[config.mk]
export PLATFORM = sky130hd
export DESIGN_NAME = mul_sequencer
export DESIGN_NICKNAME = d
export VERILOG_FILES = /design/src/rtl/alu_pkg.sv /design/src/rtl/mul_shift_add_dp.sv /design/src/rtl/mul_sequencer.sv
export SDC_FILE = /design/constraint.sdc
export NUM_CORES = 1
export LEC_CHECK = 0
export ABC_AREA = 1
export BUFFER_PORTS_ARGS = -buffer_cell sky130_fd_sc_hd__buf_2
export CORE_AREA = 2 2 122 148
export DETAILED_ROUTE_END_ITERATION = 7
export DIE_AREA = 0 0 124 150
export PLACE_DENSITY = 0.69
export SKIP_LAST_GASP = 1
export SYNTH_ARGS = -nofsm -noshare
export SYNTH_HDL_FRONTEND = slang
export SYNTH_SLANG_ARGS = --single-unit
[constraint.sdc]
create_clock -name clk -period 6.5 [get_ports clk]
set_clock_uncertainty 0.15 [all_clocks]
set_input_delay 0.975 -clock clk [delete_from_list [all_inputs] [get_ports clk]]
set_output_delay 0.975 -clock clk [all_outputs]
set_load 0.01 [all_outputs]
[src/rtl/alu_pkg.sv]
// Shared ALU control codes and the multiplier sequencer state type.
package alu_pkg;

  localparam logic [3:0] AND_OP = 4'd0;
  localparam logic [3:0] OR_OP  = 4'd1;
  localparam logic [3:0] ADD_OP = 4'd2;
  localparam logic [3:0] SLL_OP = 4'd3;
  localparam logic [3:0] SRL_OP = 4'd4;
  localparam logic [3:0] SUB_OP = 4'd6;
  localparam logic [3:0] SLT_OP = 4'd7;
  localparam logic [3:0] MUL_OP = 4'd8;

  typedef enum logic [1:0] {
    IDLE = 2'd0,
    RUN  = 2'd1,
    DONE = 2'd2
  } mul_state_t;

endpackage

[src/rtl/mul_shift_add_dp.sv]
// Shift-add multiplier datapath: accumulator, shifting multiplicand and
// multiplier, and the step counter. Sequenced by load/step strobes.
module mul_shift_add_dp
  import alu_pkg::*;
#(
  parameter int unsigned DATA_W = 32
) (
  input  logic              clk,
  input  logic              arst,
  input  logic              i_load,
  input  logic              i_step,
  input  logic [DATA_W-1:0] i_operand_a,
  input  logic [DATA_W-1:0] i_operand_b,
  output logic [DATA_W-1:0] o_acc_next,
  output logic              o_mplier_zero_next,
  output logic              o_cnt_last
);

  localparam int unsigned CNT_W = (DATA_W > 1) ? $clog2(DATA_W) : 1;

  logic [DATA_W-1:0] r_acc;
  logic [DATA_W-1:0] r_mcand;
  logic [DATA_W-1:0] r_mplier;
  logic [CNT_W-1:0]  r_cnt;
  logic [DATA_W-1:0] w_acc_next;

  always_comb begin
    w_acc_next = r_acc;
    if (r_mplier[0]) w_acc_next = r_acc + r_mcand;
  end

  always_ff @(posedge clk or posedge arst) begin
    if (arst) begin
      r_acc    <= '0;
      r_mcand  <= '0;
      r_mplier <= '0;
      r_cnt    <= '0;
    end else if (i_load) begin
      r_acc    <= '0;
      r_mcand  <= i_operand_a;
      r_mplier <= i_operand_b;
      r_cnt    <= '0;
    end else if (i_step) begin
      r_acc    <= w_acc_next;
      r_mcand  <= r_mcand << 1;
      r_mplier <= r_mplier >> 1;
      r_cnt    <= r_cnt + CNT_W'(1);
    end
  end

  // Look-ahead flags describe the state after the step taken this cycle.
  assign o_acc_next         = w_acc_next;
  assign o_mplier_zero_next = ((r_mplier >> 1) == '0);
  assign o_cnt_last         = (r_cnt == CNT_W'(DATA_W - 1));

endmodule

[src/rtl/mul_sequencer.sv]
// Iterative MUL unit beside the EX-stage ALU: stalls the pipeline while a
// shift-add multiply runs, then presents the low DATA_W product bits.
module mul_sequencer
  import alu_pkg::*;
#(
  parameter int unsigned DATA_W     = 32,
  parameter int unsigned EARLY_EXIT = 1
) (
  input  logic              clk,
  input  logic              arst,
  input  logic              op_valid_i,
  input  logic [3:0]        alu_control_i,
  input  logic [DATA_W-1:0] operand_a_i,
  input  logic [DATA_W-1:0] operand_b_i,
  input  logic              flush_i,
  output logic              stall_o,
  output logic              busy_o,
  output logic [DATA_W-1:0] result_o,
  output logic              result_valid_o
);

  mul_state_t        r_state;
  logic [DATA_W-1:0] r_result;
  logic              r_result_valid;

  logic              w_start;
  logic              w_load;
  logic              w_step;
  logic              w_finish;
  logic [DATA_W-1:0] w_acc_next;
  logic              w_mplier_zero_next;
  logic              w_cnt_last;

  assign w_start  = op_valid_i & (alu_control_i == MUL_OP) & ~flush_i;
  assign w_load   = (r_state == IDLE) & w_start;
  assign w_step   = (r_state == RUN) & ~flush_i;
  assign w_finish = w_cnt_last | ((EARLY_EXIT != 0) & w_mplier_zero_next);

  mul_shift_add_dp #(
    .DATA_W(DATA_W)
  ) u_dp (
    .clk               (clk),
    .arst              (arst),
    .i_load            (w_load),
    .i_step            (w_step),
    .i_operand_a       (operand_a_i),
    .i_operand_b       (operand_b_i),
    .o_acc_next        (w_acc_next),
    .o_mplier_zero_next(w_mplier_zero_next),
    .o_cnt_last        (w_cnt_last)
  );

  always_ff @(posedge clk or posedge arst) begin
    if (arst) begin
      r_state        <= IDLE;
      r_result       <= '0;
      r_result_valid <= 1'b0;
    end else begin
      case (r_state)
        IDLE: begin
          r_result_valid <= 1'b0;
          if (w_start) r_state <= RUN;
        end
        RUN: begin
          if (flush_i) begin
            r_state <= IDLE;
          end else if (w_finish) begin
            r_state        <= DONE;
            r_result       <= w_acc_next;
            r_result_valid <= 1'b1;
          end
        end
        DONE: begin
          r_result_valid <= 1'b0;
          r_state        <= IDLE;
        end
        default: begin
          r_result_valid <= 1'b0;
          r_state        <= IDLE;
        end
      endcase
    end
  end

  // A flush landing on the DONE cycle squashes the already-registered valid.
  assign result_valid_o = r_result_valid & ~flush_i;
  assign result_o       = r_result;
  assign busy_o         = (r_state != IDLE);
  assign stall_o        = ~arst & (w_load | w_step);

endmodule

* Yosys cells after proc, flatten, opt, wreduce, memory -nomap -nowiden
Index checks and enable logic that the tools add are counted.
** Storage, ports and cells
- Input bits :: 72
- Output and inout bits :: 35
- Word-level logic and storage cells :: 49
- Register bits after elaboration :: 136
** Cells by class
- Muxes and demuxes :: 16
- Bitwise gates (word level) :: 10
- Reductions and logical operators :: 7
- $add $sub $neg :: 2
- Equal/unequal tests :: 7
** Operators with widths (count)
- 32-bit 2-to-1 mux :: 7
- 32-bit adder :: 1
- 32-bit logical NOT :: 1
- 5-bit 2-to-1 mux :: 2
- 1-bit bitwise AND :: 6
- 2-bit 2-to-1 mux :: 3
- 2-bit != test (second input constant) :: 3
- 5-bit by 1-bit adder with 5-bit output (second input constant) :: 1
- 5-bit equality test (second input constant) :: 1
- 4-bit equality test (second input constant) :: 1
- 2-bit case mux with 2 select lines :: 1
- 2-bit AND reduction :: 2
- 2-bit nonzero test :: 2
- 1-bit 2-to-1 mux :: 3
- 3-bit != test (second input constant) :: 1
- 3-bit AND reduction :: 1
- 2-bit by 1-bit equality test with 1-bit output (second input constant) :: 1
- 2-bit logical NOT :: 1
- 1-bit NOT :: 2
- 1-bit OR :: 2

* Longest topological paths before layout
- Depth after elaboration :: 6
- Gate-level depth with buffers :: 14
- Mapped depth without buffers :: 14

* Modules after synthesis
From an unflattened synthesis, not the netlist that was laid out.
** Unflattened totals
- Cells, all modules :: 1213
- Area, all modules :: 8587.0 µm²
** By module, submodules not included
- mul_shift_add_dp :: cells each 1055, seq. area each 2527.4 µm², times used 1, area each 7141.8 µm²
- mul_sequencer :: cells each 158, seq. area each 875.8 µm², times used 1, area each 1445.1 µm²

* Worst setup path after synthesis
OpenSTA, ideal clock, no wires.
- Path kind :: in2out
- Start point :: in alu_control_i[1]
- End point :: out stall_o
- Path slack :: 3.410 ns
- Cell stages on the path :: 6
- Required time :: 5.375 ns
- Arrival time :: 1.965 ns
- Path through :: nor4_2 nand3_2 nand2_1 inv_2 clkbuf_1 nor2_1
** On the way
- Longest elaborated chain between the ends :: 6
** Ends and longest elaborated chain
- start, declared :: RTL line mul_sequencer.sv:12 : input logic [3:0] alu_control_i,
- 4-bit equality test :: RTL line mul_sequencer.sv:34 : assign w_start = op_valid_i & (alu_control_i == MUL_OP) & ~flush_i;
- 1-bit bitwise AND (2 in series) :: RTL line mul_sequencer.sv:34
- 1-bit bitwise AND :: RTL line mul_sequencer.sv:35 : assign w_load = (r_state == IDLE) & w_start;
- 1-bit OR :: RTL line mul_sequencer.sv:89 : assign stall_o = ~arst & (w_load | w_step);
- 1-bit bitwise AND :: RTL line mul_sequencer.sv:89
- end, declared :: RTL line mul_sequencer.sv:16 : output logic stall_o,
Every way passes these cells.

* Worst setup path after layout
Ends and elaborated chain as after synthesis.

==> flow_metrics.py <==
metrics = {
    "placement": {
        "portBuffers": 106,
        "detailedPlace.worstSlack_ns": 2.85,
        "gp_congestion": 0.939,
        "dp_hpwl_mm": 15.1,
    },
    "pwr": {
        "p_clk_share_pct": 29.8,
        "p_int_w": 0.00203,
        "pwr-share-comb_pct": 33.1,
        "power_per_cell_area_nw_per_um2": 341,
        "power.share.sequential_pct": 37.0,
        "p_sw_share_pct": 38.3,
        "switchingPower_w": 0.00126,
        "worst_ir_drop_vdd_mv": 0.169,
        "finalPower_w": 0.00329,
        "p_leak_nw": 5.45,
    },
    "timing": {
        "setup_viol": 0,
        "worst_slew_pin_slew_ns": 1.15,
        "whs_ns": 0.322,
        "fin_setup_tns_ns": 0,
        "relSlewSlack_pct": 23.5,
        "hold_viol_final": 0,
        "slew_violations": 0,
        "min_period_ns": 3.64,
        "finalCritPeriodShare_pct": 56.0,
        "grt_setup_unrepaired": "no",
        "fin_ws_ns": 2.86,
        "max_freq_ghz": 0.274,
    },
    "clock_tree": {
        "cts_inserted_buffers": 17,
        "path_clk_slew_ns": 0.06,
        "hold_buffers": 0,
        "cts_max_level": 4,
        "clk_latency_ns": 0.43,
        "cts_setup_buffers": 0,
        "cts_tree": "yes",
        "clockBufferDepth": 2,
        "cts_resized": 0,
        "root_buffer": "clkbuf_16",
        "cts_sinks": 136,
    },
    "cells_and_area": {
        "multiInputGateArea_um2": 4230,
        "regArea_um2": 3400,
        "antenna_cells": 0,
        "final_core_util_pct": 55.9,
        "fin_nets": 1404,
        "n_fill_cell": 1725,
        "final_cell_mix": "nand2_1 (488), nand3_1 (169), inv_1 (143), dfrtp_1 (135), buf_2 (106)",
        "final_common_cell": "nand2_1",
        "area.growth.synth_to_final_pct": 14.3,
        "final_layout_size_suffix_gt1_share_pct": 13.7,
    },
    "synthesis": {
        "synthXorXnorAreaFrac_pct": 1.66,
        "synth_compound_gate_area_share_pct": 5.42,
        "synth_top_area_share_pct": 40.4,
        "synth_ff_type": "dfrtp_1",
        "netlist_instances": 1212,
        "synth_top_family_by_area": "simple AND/OR/NAND/NOR gates",
        "async_flop_share_pct": 100,
        "synth.distinct_cells": 40,
        "ys_warn_count": 0,
        "synth_seq_cells": 136,
        "synth_fp_nets": 1318,
        "yosysSeqAreaShare_pct": 40.4,
        "synth_area_leaders": "dfrtp_1 (40%), nand2_1 (22%), nand3_1 (10%)",
        "syn_avg_cell_area_um2": 6.95,
        "synth_fa_ha_area_share_pct": 5.14,
        "post_synth_instance_area_um2": 8420,
        "synth_edf_count": 0,
        "synth_largest_area_cell": "dfrtp_1",
        "synth_simple_gate_area_share_pct": 38.0,
        "synth.mux.area_fraction_pct": 0,
    },
    "die": {
        "die_h_um": 150,
        "die_w_um": 124,
        "io_pins": 107,
        "rows": 53,
        "initial_core_util_pct": 48.9,
        "core_area_um2": 17200,
        "dieArea_um2": 18600,
    },
    "critical_path": {
        "rr_worst_depth": 5,
        "cp-end-kind": "output pin",
        "crit-reg2reg-launch": "r_state[0]",
        "required_ns": 5.37,
        "rrSetupSlack_ns": 3.66,
        "path_class": "primary input to output pin",
        "path_max_fanout": 25,
        "start_kind": "primary input",
        "worst_ep_arrival_time_ns": 2.52,
        "reg2reg_to": "u_dp.r_mcand[24]",
    },
    "worst_hold_path": {
        "whs_endpoint": "result_o[15]",
        "hold_start": "result_o[15]",
        "hp-class": "register to register",
        "hold-path-cell-count": 2,
    },
    "outcome": {
        "outcome": "complete, no violations",
    },
    "global_routing": {
        "overflow": 0,
        "antenna_found_initial": 0,
        "grt_max_degree": 92,
        "grtUsageTotal_pct": 25.2,
        "grt_first_pass_wirelength_mm": 36.6,
        "grt_pass1_vias": 7539,
    },
    "route": {
        "ant_nets": 0,
        "vias": 7799,
        "wl_per_cell_um": 14.1,
        "drtIter0Drc": 486,
        "wirelength_mm": 21.6,
        "viasPerCell": 5.09,
        "drc": 0,
        "drt_pass1_iterations": 7,
    },
    "job": {
        "maxCapViolations": 0,
    },
}
[power by group through the flow]
stage,Sequential (W),Combinational (W),Clock [W]
6_report,0.00122,0.00109,0.000980
5_1_grt,0.00125,0.00126,0.00103
4_1_cts,0.00122,0.00109,0.00100
3_5_place_dp,0.00123,0.00108,0
3_3_place_gp,0.00123,0.00106,0
2_1_floorplan,0.00116,0.000868,0
[routing by layer]
layer | track usage (%) | wire (um) | share of wire [%] | up-vias
met5 | 0 | 0 | 0 | -
met4 | 9.78 | 625 | 2.9 | 0
met1 | 33.6 | 10100 | 46 | 3564
met3 | 4.38 | 932 | 4.3 | 43
li1 | - | - | - | 4004
met2 | 40.6 | 10000 | 46 | 188
[worst max path at each step]
stage | start | end | slack, ns | depth (start not counted)
finish | alu_control_i[1] | stall_o | 2.86 | 7
global route | alu_control_i[1] | stall_o | 2.67 | 7
CTS | alu_control_i[1] | stall_o | 2.85 | 7
detailed placement | alu_control_i[1] | stall_o | 2.85 | 7
global placement | alu_control_i[1] | stall_o | 2.87 | 7
floorplan | arst | r_result_valid | 1.74 | 1
[cells in the mapped netlist, types with 2 or more instances]
library cell / count
buf_4: 5
inv_1: 144
xnor2_1: 10
and2_1: 3
nand2_2: 3
nor3_1: 8
nor2_1: 59
a22o_1: 3
nor4_1: 3
o21ai_0: 20
or2_2: 17
o22ai_1: 8
o211ai_1: 8
o21bai_1: 2
inv_2: 2
nand4_1: 4
nand3_1: 169
ha_1: 33
nand2_1: 488
o311ai_1: 2
a21oi_1: 21
buf_2: 19
clkbuf_1: 13
xor2_1: 6
buf_6: 4
o21ai_2: 8
dfrtp_1: 136
nand3b_1: 2
[flip-flops by register name (all words and copies together), names as in the netlist]
name,count
r_result_valid,1
u_dp.r_cnt,5
u_dp.r_acc,32
r_state,2
result_o,32
u_dp.r_mplier,32
u_dp.r_mcand,32
[area by class of cell]
cell class | count | share of cell area (%)
Multi-Input combinational cell | 885 | 44.0
Sequential cell | 136 | 35.3
Inverter | 148 | 5.85
Timing Repair Buffer | 110 | 5.82
Clock buffer | 17 | 4.42
Tap cell | 220 | 2.86
Clock inverter | 15 | 1.75
[critical path: stages]
cell,delay (ns)
buf_2,0.10
nor4_2,0.28
nand3_2,0.55
nand2_1,0.34
inv_2,0.06
nor2_1,0.08
buf_2,0.13
[through the flow]
stage | instances | instance area, um^2
2_1_floorplan | 1212 | 8420
3_3_place_gp | 1499 | 9040
3_5_place_dp | 1499 | 9040
4_1_cts | 1531 | 9630
5_1_grt | 1531 | 9630
6_report | 1531 | 9630
[logic make-up after synthesis]
group,after synthesis
compound gates,74
simple gates,761
xor+xnor,16
flops,136
fa+ha+maj,34
buf+inv,191
No activity file was read; power rests on OpenSTA's default activity.
